`src/rtl/qproc_inport_pkg.sv`:
```
// Shared types and constants for the processor input-port read engine.
package qproc_inport_pkg;

    localparam int PORT_IDX_W = 4;

    localparam logic INRD_IMM  = 1'b0;
    localparam logic INRD_WAIT = 1'b1;

    typedef enum logic [1:0] {
        IDLE = 2'd0,
        WAIT = 2'd1,
        ACK  = 2'd2
    } inrd_st_t;

    typedef struct packed {
        logic is_new;
        logic tmo;
        logic err;
    } inrd_flags_t;

    function automatic inrd_flags_t mk_flags(input logic is_new, input logic tmo, input logic err);
        inrd_flags_t f;
        f.is_new = is_new;
        f.tmo    = tmo;
        f.err    = err;
        return f;
    endfunction

endpackage

```
`src/rtl/qproc_inport_rd_if.sv`:
```
// Core-side request/response bus of the input-port read engine.
interface qproc_inport_rd_if #(
    parameter int TMO_W = 16
);
    import qproc_inport_pkg::*;

    logic                  rd_req_i;
    logic [PORT_IDX_W-1:0] rd_port_i;
    logic                  rd_mode_i;
    logic [TMO_W-1:0]      rd_tmo_i;
    logic                  rd_abort_i;
    logic                  busy_o;
    logic                  rd_ack_o;
    logic [63:0]           rd_data_o;
    logic                  rd_new_o;
    logic                  rd_tmo_o;
    logic                  rd_err_o;

    modport slave (
        input  rd_req_i, rd_port_i, rd_mode_i, rd_tmo_i, rd_abort_i,
        output busy_o, rd_ack_o, rd_data_o, rd_new_o, rd_tmo_o, rd_err_o
    );

    modport master (
        output rd_req_i, rd_port_i, rd_mode_i, rd_tmo_i, rd_abort_i,
        input  busy_o, rd_ack_o, rd_data_o, rd_new_o, rd_tmo_o, rd_err_o
    );

endinterface

```
`src/rtl/qproc_inport_tmo.sv`:
```
// Loadable wait-timeout down-counter: expires when the count reaches 1,
// a loaded value of 0 never expires.
module qproc_inport_tmo #(
    parameter int TMO_W = 16
) (
    input  logic             clk_i,
    input  logic             rst_i,
    input  logic             load_i,
    input  logic [TMO_W-1:0] load_val_i,
    input  logic             dec_i,
    output logic             expire_o
);

    logic [TMO_W-1:0] cnt_q;
    logic [TMO_W-1:0] cnt_d;

    // Next count: load wins over decrement; zero is sticky.
    always_comb begin
        cnt_d = cnt_q;
        if (load_i) begin
            cnt_d = load_val_i;
        end else if (dec_i && (cnt_q != '0)) begin
            cnt_d = cnt_q - TMO_W'(1);
        end else begin
            cnt_d = cnt_q;
        end
    end

    // Count register.
    always_ff @(posedge clk_i) begin
        if (rst_i) begin
            cnt_q <= '0;
        end else begin
            cnt_q <= cnt_d;
        end
    end

    assign expire_o = (cnt_q == TMO_W'(1));

endmodule

```
`src/rtl/qproc_inport_rd.sv`:
```
// Core-side read engine: immediate or wait-for-new reads of one input port,
// returning the word with status flags and a clear pulse for consumed data.
module qproc_inport_rd
    import qproc_inport_pkg::*;
#(
    parameter int PORT_QTY = 2,
    parameter int TMO_W    = 16
) (
    input  logic                     c_clk_i,
    input  logic                     c_rst_i,
    input  logic [PORT_QTY-1:0]      port_tnew_i,
    input  logic [PORT_QTY-1:0][63:0] port_tdata_i,
    output logic [PORT_QTY-1:0]      port_clr_o,
    qproc_inport_rd_if.slave         rd
);

    localparam int LIM_W = PORT_IDX_W + 1;

    inrd_st_t              state_q, state_d;
    logic [PORT_IDX_W-1:0] port_q, port_d, sel_port_s;
    logic [63:0]           data_q, data_d, sel_data_s;
    inrd_flags_t           flags_q, flags_d;
    logic [PORT_QTY-1:0]   clr_q, clr_d, sel_hot_s;
    logic                  sel_new_s, sel_ok_s;
    logic                  tmo_load_s, tmo_dec_s, tmo_expire_s;

    // In IDLE the decision uses the live request port, afterwards the latched one.
    always_comb begin
        sel_port_s = (state_q == IDLE) ? rd.rd_port_i : port_q;
        sel_ok_s   = ({1'b0, sel_port_s} < LIM_W'(PORT_QTY));
        sel_hot_s  = '0;
        sel_data_s = 64'd0;
        for (int i = 0; i < PORT_QTY; i++) begin
            sel_hot_s[i] = (sel_port_s == PORT_IDX_W'(i));
            sel_data_s   = sel_data_s | ({64{sel_hot_s[i]}} & port_tdata_i[i]);
        end
        sel_new_s = |(sel_hot_s & port_tnew_i);
    end

    // Next-state and ack-content decision.
    always_comb begin
        state_d    = state_q;
        port_d     = port_q;
        data_d     = data_q;
        flags_d    = flags_q;
        clr_d      = '0;
        tmo_load_s = 1'b0;
        tmo_dec_s  = 1'b0;
        case (state_q)
            IDLE: begin
                if (rd.rd_req_i) begin
                    port_d = rd.rd_port_i;
                    if (!sel_ok_s) begin
                        state_d = ACK;
                        data_d  = 64'd0;
                        flags_d = mk_flags(1'b0, 1'b0, 1'b1);
                    end else if (rd.rd_mode_i == INRD_WAIT) begin
                        state_d    = WAIT;
                        tmo_load_s = 1'b1;
                    end else begin
                        state_d = ACK;
                        data_d  = sel_data_s;
                        flags_d = mk_flags(sel_new_s, 1'b0, 1'b0);
                        clr_d   = sel_hot_s & {PORT_QTY{sel_new_s}};
                    end
                end else begin
                    state_d = IDLE;
                end
            end
            WAIT: begin
                // Abort beats fresh data, which then stays unread.
                if (rd.rd_abort_i) begin
                    state_d = IDLE;
                end else if (sel_new_s) begin
                    state_d = ACK;
                    data_d  = sel_data_s;
                    flags_d = mk_flags(1'b1, 1'b0, 1'b0);
                    clr_d   = sel_hot_s;
                end else if (tmo_expire_s) begin
                    state_d = ACK;
                    data_d  = sel_data_s;
                    flags_d = mk_flags(1'b0, 1'b1, 1'b0);
                end else begin
                    tmo_dec_s = 1'b1;
                end
            end
            ACK: begin
                state_d = IDLE;
            end
            default: begin
                state_d = IDLE;
            end
        endcase
    end

    // State and held response registers.
    always_ff @(posedge c_clk_i) begin
        if (c_rst_i) begin
            state_q <= IDLE;
            port_q  <= '0;
            data_q  <= 64'd0;
            flags_q <= mk_flags(1'b0, 1'b0, 1'b0);
            clr_q   <= '0;
        end else begin
            state_q <= state_d;
            port_q  <= port_d;
            data_q  <= data_d;
            flags_q <= flags_d;
            clr_q   <= clr_d;
        end
    end

    qproc_inport_tmo #(
        .TMO_W (TMO_W)
    ) u_tmo (
        .clk_i      (c_clk_i),
        .rst_i      (c_rst_i),
        .load_i     (tmo_load_s),
        .load_val_i (rd.rd_tmo_i),
        .dec_i      (tmo_dec_s),
        .expire_o   (tmo_expire_s)
    );

    assign rd.busy_o    = (state_q != IDLE);
    assign rd.rd_ack_o  = (state_q == ACK);
    assign rd.rd_data_o = data_q;
    assign rd.rd_new_o  = flags_q.is_new;
    assign rd.rd_tmo_o  = flags_q.tmo;
    assign rd.rd_err_o  = flags_q.err;
    assign port_clr_o   = clr_q;

endmodule

```
`src/flat_wrapper.sv`:
```
// flat-port wrapper written by rule: the top's interface ports become plain ports
module qproc_inport_rd_flat import qproc_inport_pkg::*;
#(
    parameter int PORT_QTY = 2,
    parameter int TMO_W    = 16
)
  (c_clk_i, c_rst_i, port_tnew_i, port_tdata_i, port_clr_o, rd_rd_req_i, rd_rd_port_i, rd_rd_mode_i, rd_rd_tmo_i, rd_rd_abort_i, rd_busy_o, rd_rd_ack_o, rd_rd_data_o, rd_rd_new_o, rd_rd_tmo_o, rd_rd_err_o);
  qproc_inport_rd_if #(.TMO_W(TMO_W)) rd_i ();
  input  logic c_clk_i;
  input  logic c_rst_i;
  input  logic [PORT_QTY-1:0] port_tnew_i;
  input  logic [PORT_QTY-1:0][63:0] port_tdata_i;
  output logic [PORT_QTY-1:0] port_clr_o;
  input wire logic [$bits(rd_i.rd_req_i)-1:0] rd_rd_req_i;
  input wire logic [$bits(rd_i.rd_port_i)-1:0] rd_rd_port_i;
  input wire logic [$bits(rd_i.rd_mode_i)-1:0] rd_rd_mode_i;
  input wire logic [$bits(rd_i.rd_tmo_i)-1:0] rd_rd_tmo_i;
  input wire logic [$bits(rd_i.rd_abort_i)-1:0] rd_rd_abort_i;
  output wire logic [$bits(rd_i.busy_o)-1:0] rd_busy_o;
  output wire logic [$bits(rd_i.rd_ack_o)-1:0] rd_rd_ack_o;
  output wire logic [$bits(rd_i.rd_data_o)-1:0] rd_rd_data_o;
  output wire logic [$bits(rd_i.rd_new_o)-1:0] rd_rd_new_o;
  output wire logic [$bits(rd_i.rd_tmo_o)-1:0] rd_rd_tmo_o;
  output wire logic [$bits(rd_i.rd_err_o)-1:0] rd_rd_err_o;
  assign rd_i.rd_req_i = rd_rd_req_i;
  assign rd_i.rd_port_i = rd_rd_port_i;
  assign rd_i.rd_mode_i = rd_rd_mode_i;
  assign rd_i.rd_tmo_i = rd_rd_tmo_i;
  assign rd_i.rd_abort_i = rd_rd_abort_i;
  assign rd_busy_o = rd_i.busy_o;
  assign rd_rd_ack_o = rd_i.rd_ack_o;
  assign rd_rd_data_o = rd_i.rd_data_o;
  assign rd_rd_new_o = rd_i.rd_new_o;
  assign rd_rd_tmo_o = rd_i.rd_tmo_o;
  assign rd_rd_err_o = rd_i.rd_err_o;
  qproc_inport_rd #(.PORT_QTY(PORT_QTY), .TMO_W(TMO_W)) u_core (.c_clk_i(c_clk_i), .c_rst_i(c_rst_i), .port_tnew_i(port_tnew_i), .port_tdata_i(port_tdata_i), .port_clr_o(port_clr_o), .rd(rd_i));
endmodule
```
`config.mk`:
```
export PLATFORM = sky130hd
export DESIGN_NAME = qproc_inport_rd_flat
export DESIGN_NICKNAME = d
export VERILOG_FILES = /design/src/rtl/qproc_inport_pkg.sv /design/src/rtl/qproc_inport_rd_if.sv /design/src/rtl/qproc_inport_tmo.sv /design/src/rtl/qproc_inport_rd.sv /design/src/flat_wrapper.sv
export SDC_FILE = /design/constraint.sdc
export NUM_CORES = 1
export LEC_CHECK = 0
export CAP_MARGIN = 25
export CORE_ASPECT_RATIO = 0.9
export CORE_MARGIN = 2
export CORE_UTILIZATION = 40
export CTS_BUF_LIST = sky130_fd_sc_hd__clkbuf_4 sky130_fd_sc_hd__clkbuf_8
export CTS_CLUSTER_DIAMETER = 200
export DETAILED_ROUTE_END_ITERATION = 6
export PLACE_DENSITY = 0.8
export SETUP_SLACK_MARGIN = 0.3
export SYNTH_ARGS = -nofsm -noshare
export SYNTH_HDL_FRONTEND = slang
export SYNTH_HIERARCHICAL = 1
export SYNTH_SLANG_ARGS = --single-unit
export TNS_END_PERCENT = 30
```
`constraint.sdc`:
```
create_clock -name c_clk_i -period 3.25 [get_ports c_clk_i]
set_input_delay 0.65 -clock c_clk_i [delete_from_list [all_inputs] [get_ports c_clk_i]]
set_output_delay 0.65 -clock c_clk_i [all_outputs]
set_load 0.01 [all_outputs]
```
# Word level (Yosys, flattened, before mapping)
# Cells that the tools add are included.
[totals] word_cells=72 input_bits=155 register_bits=91 out_inout_bits=71
[classes] bitwise=5 mux=38 reduce_logical=10 n_addsub=1 n_eq_ne=9 n_lt_le_gt_ge=1
[ops] op="$mux 64" n=6
[ops] op="$and 64x64->64" n=2
[ops] op="$pmux 64 s2" n=1
[ops] op="$or 64x64->64" n=1
[ops] op="$mux 16" n=2
[ops] op="$mux 2" n=11
[ops] op="$mux 3" n=6
[ops] op="$eq 16x1->1 const B" n=1
[ops] op="$reduce_bool 16->1" n=1
[ops] op="$sub 16x1->16 const B" n=1
[ops] op="$mux 1" n=8
[ops] op="$pmux 2 s2" n=2
[ops] op="$pmux 3 s2" n=1
[ops] op="$reduce_bool 2->1" n=3
[ops] op="$reduce_and 5->1" n=1
[ops] op="$and 2x2->2" n=2
[ops] op="$eq 4x1->1 const B" n=1
[ops] op="$logic_not 4->1" n=1
[ops] op="$lt 4x2->1 const B" n=1
[ops] op="$mux 4" n=1
[ops] op="$ne 2x2->1 const B" n=2
[ops] op="$ne 4x2->1 const B" n=1
[ops] op="$ne 3x1->1 const B" n=1
[ops] op="$ne 3x3->1 const B" n=1
[ops] op="6 further kinds" n=6

# Longest topological paths before layout
# Gate-level depths: netlist of the first run.
[depth] word_depth=11 mapped_depth=10 depth_no_buf=9

# Modules after synthesis
# The synthesis of the first run kept the hierarchy.
[by_module_without_submodules] mod="qproc_inport_rd" seq_area_each_um2=1501.4 area_each_um2=4189.0 cells_per_inst=487 n_inst=1
[by_module_without_submodules] mod="qproc_inport_tmo" seq_area_each_um2=320.3 area_each_um2=1011.0 cells_per_inst=120 n_inst=1

# Least setup slack after synthesis of the first run
# No wires, ideal clock.
[synth_timing] kind="input-to-reg" start="input rd_rd_port_i[0]" end="register u_core.u_tmo.cnt_q[14]" path_buffers=0 slack_ns=-0.024 path_stages=8 setup_time_ns=0.091 t_arrival_ns=3.183 required_ns=3.159 path_cell_list="or3b_1 nand2_2 mux2_4 a2111oi_2 nor2b_1 nand3_1 or4_1 a311oi_1"
[synth_between] elab_chain_cells=9 elab_cells_between_ends=15 classes_between="1 x order compare; 1 x eq/ne; 8 x mux; 1 x bitwise; 4 x reduce/logical"
[synth_rtl] item="start: declaration" line_no="flat_wrapper.sv:15" source="input wire logic [$bits(rd_i.rd_port_i)-1:0] rd_rd_port_i;"
[synth_rtl] item="$mux 4 (*)" line_no="qproc_inport_rd.sv:29" source="sel_port_s = (state_q == IDLE) ? rd.rd_port_i : port_q;"
[synth_rtl] item="$eq 4x1->1 or $logic_not 4->1 (tied branches)" line_no="qproc_inport_rd.sv:34" source="sel_hot_s[i] = (sel_port_s == PORT_IDX_W'(i));"
[synth_rtl] item="$and 2x2->2 (*)" line_no="qproc_inport_rd.sv:37" source="sel_new_s = |(sel_hot_s & port_tnew_i);"
[synth_rtl] item="$reduce_or 2->1 (*)" line_no="qproc_inport_rd.sv:37"
[synth_rtl] item="$mux 1 (*)" line_no="qproc_inport_rd.sv:74" source="end else if (sel_new_s) begin"
[synth_rtl] item="$mux 1 (*)" line_no="qproc_inport_rd.sv:72" source="if (rd.rd_abort_i) begin"
[synth_rtl] item="$mux 1 (*)" line_no="qproc_inport_rd.sv:49" source="case (state_q)"
[synth_rtl] item="named net u_core.tmo_dec_s" line_no="qproc_inport_rd.sv:25" source="logic tmo_load_s, tmo_dec_s, tmo_expire_s;"
[synth_rtl] item="$logic_and 1x1->1 (*)" line_no="qproc_inport_tmo.sv:22" source="end else if (dec_i && (cnt_q != '0)) begin"
[synth_rtl] item="$reduce_bool 2->1 (no line) (*)"
[synth_rtl] item="end signal: assignment" line_no="qproc_inport_tmo.sv:34" source="cnt_q <= cnt_d;"
[synth_rtl] item="end: declaration" line_no="qproc_inport_tmo.sv:14" source="logic [TMO_W-1:0] cnt_q;"
# Mark *: on every way through the listed nets, which the timed path passes. The rest lies on a longest branch.
# A chain may end at the register's enable or synchronous reset.

# Worst setup path in the final report of the first run
[layout_timing] start="input rd_rd_port_i[0]" end="register u_core.u_tmo.cnt_q[10]"
# Same word-level chain as after synthesis.

==> results.md, run 1 <==
- CP arrival: 3.14 ns
- IO Count: 226
- Setup CP Type: input port to register
- DIE WIDTH: 124 um
- Layout area overhead: 51.4%
- Slew Viols, Final: 0
- Slew at the pin closest to its max-slew limit: 0.681 ns
- CTS buffer count: 9
- Leak: 3.18 nW
- Final core occ: 62.1%
- Comb pwr share: 26.1%
- Sw frac: 29.3%
- DR WL/cell: 15.9 um
- Most frequent cells in the layout: clkdlybuf4s50_1 (223), nand2_1 (137), dfxtp_1 (90), a21oi_1 (70), nor2b_1 (68)
- Number of global-route vias before repair: 5171
- Rows: 39
- DRT antenna net count: 0
- Mean Syn Cell Area: 8.57 um2
- GRT Resource Usage Total: 22.3%
- NetSw: 0.000748 W
- Max Root-Sink Buffers: 2
- Grt total ovfl: 0
- Fraction of layout cells with a size suffix above 1: 14.3%
- First-pass GRT wire length: 24.5 mm
- Post-synth EDFFs: 0
- Tcrit/Tclk final: 88.4%
- CP Capture Type: register
- Final Total Pwr: 0.00255 W
- WHS: 0.521 ns
- DR iter-0 viols: 237
- Worst Setup Start Kind: input port
- Gate Count Post-Synth: 607
- Commonest non-fill, non-tap cell in the layout: clkdlybuf4s50_1
- GP Congestion: 0.869
- Clk sinks: 91
- Seq pwr share: 46.1%
- CTS tree: built
- Post-DP Area: 7630 um2
- FFs w/ async S/R, synth: 0%
- Status: completed
- Prevailing post-synth register cell: dfxtp_1
- Crit path time final: 2.87 ns
- Hold WC Path Type: register to register
- Htree depth: 3
- Starting Density: 41.0%
- Die H: 112 um
- #FFs+latches synth: 91
- Final #Nets: 981
- Peak supply drop: 244 uV
- Max-capacitance violation count: 0
- Cell Pwr Density: 324 nW/um2
- Core area: 12700 um2
- Port Buffer Count: 225
- Mapped Area: 5200 um2
- Area of the die: 13900 um2
- Seq/Total Area, Yosys: 35.0%
- Layout Skew: 0.0116 ns
- Setup Viol. Count Final: 0
- Max transition margin: 54.6%
- Vias post-DR: 5114
- Antenna Cells: 0
- Clock power frac: 27.8%
- DP Wirelength: 11.6 mm
- Avg Vias per Cell: 5.16
- Final instance area: 7870 um2
- CTS root buffer: clkbuf_8
- # DRC: 0
- Number of warnings issued by yosys: 6
- Crit Path Max Fanout: 5
- RSZ-0062 raised after global routing: no
- Syn Nets: 764
- Req. time, crit path: 3.52 ns
- Initial antenna violation count: 0
- Internal power: 0.00180 W
- Largest net degree at the start of global routing: 66
- Reg clk slew, reported paths: 0.09 ns
- Clk Latency, worst-skew pair: 0.38 ns
- Final wirelength: 15.8 mm
- Fmax: 348 MHz
- Pre-antenna DRT Iters: 4
- Cell variety after synth: 55
- Final hold viol count: 0
-- cell families (layout without fill, tap and decap cells) --
group	after synthesis	in the layout	share of synthesized area, %
multiplexers	70	70	18.7
flip-flops	91	91	35.0
XOR/XNOR	1	1	0.168
AO/OA/AOI/OAI	110	110	13.4
buffers and inverters	49	270	5.01
AND/OR/NAND/NOR	284	284	27.2
adder cells (fa/ha/maj)	2	2	0.481
-- synthesized netlist by cell type, drive strengths merged (3+ instances only) --
| library cell | n | share of area [%] |
|---|---|---|
| a21oi | 70 | 6.7 |
| a311o | 4 | 0.77 |
| a311oi | 8 | 1.3 |
| and3 | 4 | 0.48 |
| buf | 24 | 3.2 |
| clkbuf | 19 | 1.4 |
| dfxtp | 91 | 35 |
| inv | 5 | 0.36 |
| mux2 | 66 | 18 |
| mux2i | 4 | 0.77 |
| nand2 | 139 | 10 |
| nand2b | 3 | 0.36 |
| nand4 | 5 | 0.60 |
| nor2 | 20 | 1.4 |
| nor2b | 69 | 8.3 |
| nor3 | 8 | 0.77 |
| nor4 | 5 | 0.60 |
| o21ai | 11 | 1.1 |
| or3 | 9 | 1.1 |
| or3b | 3 | 0.51 |
| or4 | 8 | 1.2 |
| or4b | 3 | 0.58 |
-- registers in the layout, indices dropped and copies added (netlist names) --
register and cells:
u_core/rd.rd_data_o 64, u_core/rd.rd_new_o 1, u_core/u_tmo/cnt_q 16, u_core/state_q 2
u_core/rd.rd_err_o 1, u_core/rd.rd_tmo_o 1, u_core/port_clr_o 2, u_core/port_q 4
-- what timing repair did --
| item | in CTS | in global routing |
|---|---|---|
| resized for setup | 6 | 5 |
| endpoints found under the setup margin | 10 | 24 |
| hold buffers | 0 | 0 |
| cloned | 0 | 0 |
| buffers inserted | 3 | 0 |
| pin swaps | 3 | 3 |
-- metrics by stage --
step           worst slack [ns]  TNS (ns)  instances
2_1_floorplan             0.197         0        607
3_3_place_gp             -0.250     -1.54        974
3_5_place_dp             -0.389     -2.74        974
4_1_cts                   0.362         0        992
5_1_grt                   0.293         0        992
6_report                  0.378         0        992
-- critical path, stage by stage --
cell and delay (ns):
dlygate4sd2_1 0.22, or3b_4 0.40, nand2_4 0.08, mux2_4 0.32, a2111oi_4 0.28, buf_4 0.19
nor2b_4 0.19, nand3_4 0.10, buf_4 0.19, o31a_1 0.22, a311o_1 0.27
-- cell type report --
class                           instances  area (um2)
Clock inverter                          6        48.8
Sequential cell                        91        1820
Multi-Input combinational cell        467        3200
Fill cell                            1050        4810
Timing Repair Buffer                  249        2450
Clock buffer                            9         124
Inverter                                6        22.5
Tap cell                              164         205
-- final timing paths --
kind | startpoint | depth (start not counted) | to | slack (ns)
max | rd_rd_port_i[0] | 11 | u_core/u_tmo/cnt_q[10]$_SDFFE_PP0P_ | 0.38
min | u_core/rd.rd_tmo_o$_SDFFE_PP0P_ | 1 | u_core/rd.rd_tmo_o$_SDFFE_PP0P_ | 0.52
max reg2reg | u_core/u_tmo/cnt_q[12]$_SDFFE_PP0P_ | 11 | u_core/u_tmo/cnt_q[10]$_SDFFE_PP0P_ | 0.42
min reg2reg | u_core/rd.rd_tmo_o$_SDFFE_PP0P_ | 1 | u_core/rd.rd_tmo_o$_SDFFE_PP0P_ | 0.52
-- per-layer routing --
| metal | global-route usage [%] | up-vias | part of all wire [%] | wire, um |
|---|---|---|---|---|
| met5 | 0 | - | 0 | 0 |
| met4 | 8.16 | 0 | 2.0 | 323 |
| met3 | 6.15 | 27 | 8.0 | 1260 |
| met2 | 39.6 | 190 | 49 | 7700 |
| met1 | 25.3 | 2372 | 41 | 6520 |
| li1 | - | 2525 | - | - |
-- power by group through the flow --
stage	Clock (W)	Sequential, W	Combinational, W
after floorplan	0	0.00121	0.000321
after global placement	0	0.00120	0.000643
after detailed placement	0	0.00120	0.000656
after CTS	0.000743	0.00117	0.000663
after global routing	0.000782	0.00118	0.000717
final	0.000709	0.00117	0.000666
No activity file was read; power rests on OpenSTA's default activity.
==> inputs of run 2 (changes only) <==
--- a/config.mk
+++ b/config.mk
@@ -5,6 +5,7 @@
 export SDC_FILE = /design/constraint.sdc
 export NUM_CORES = 1
 export LEC_CHECK = 0
+export ABC_CLOCK_PERIOD_IN_PS = 3250
 export CAP_MARGIN = 25
 export CORE_ASPECT_RATIO = 0.9
 export CORE_MARGIN = 2
==> results of run 2 <==
The final DEF is identical to that of run 1; final timing and power are the same.
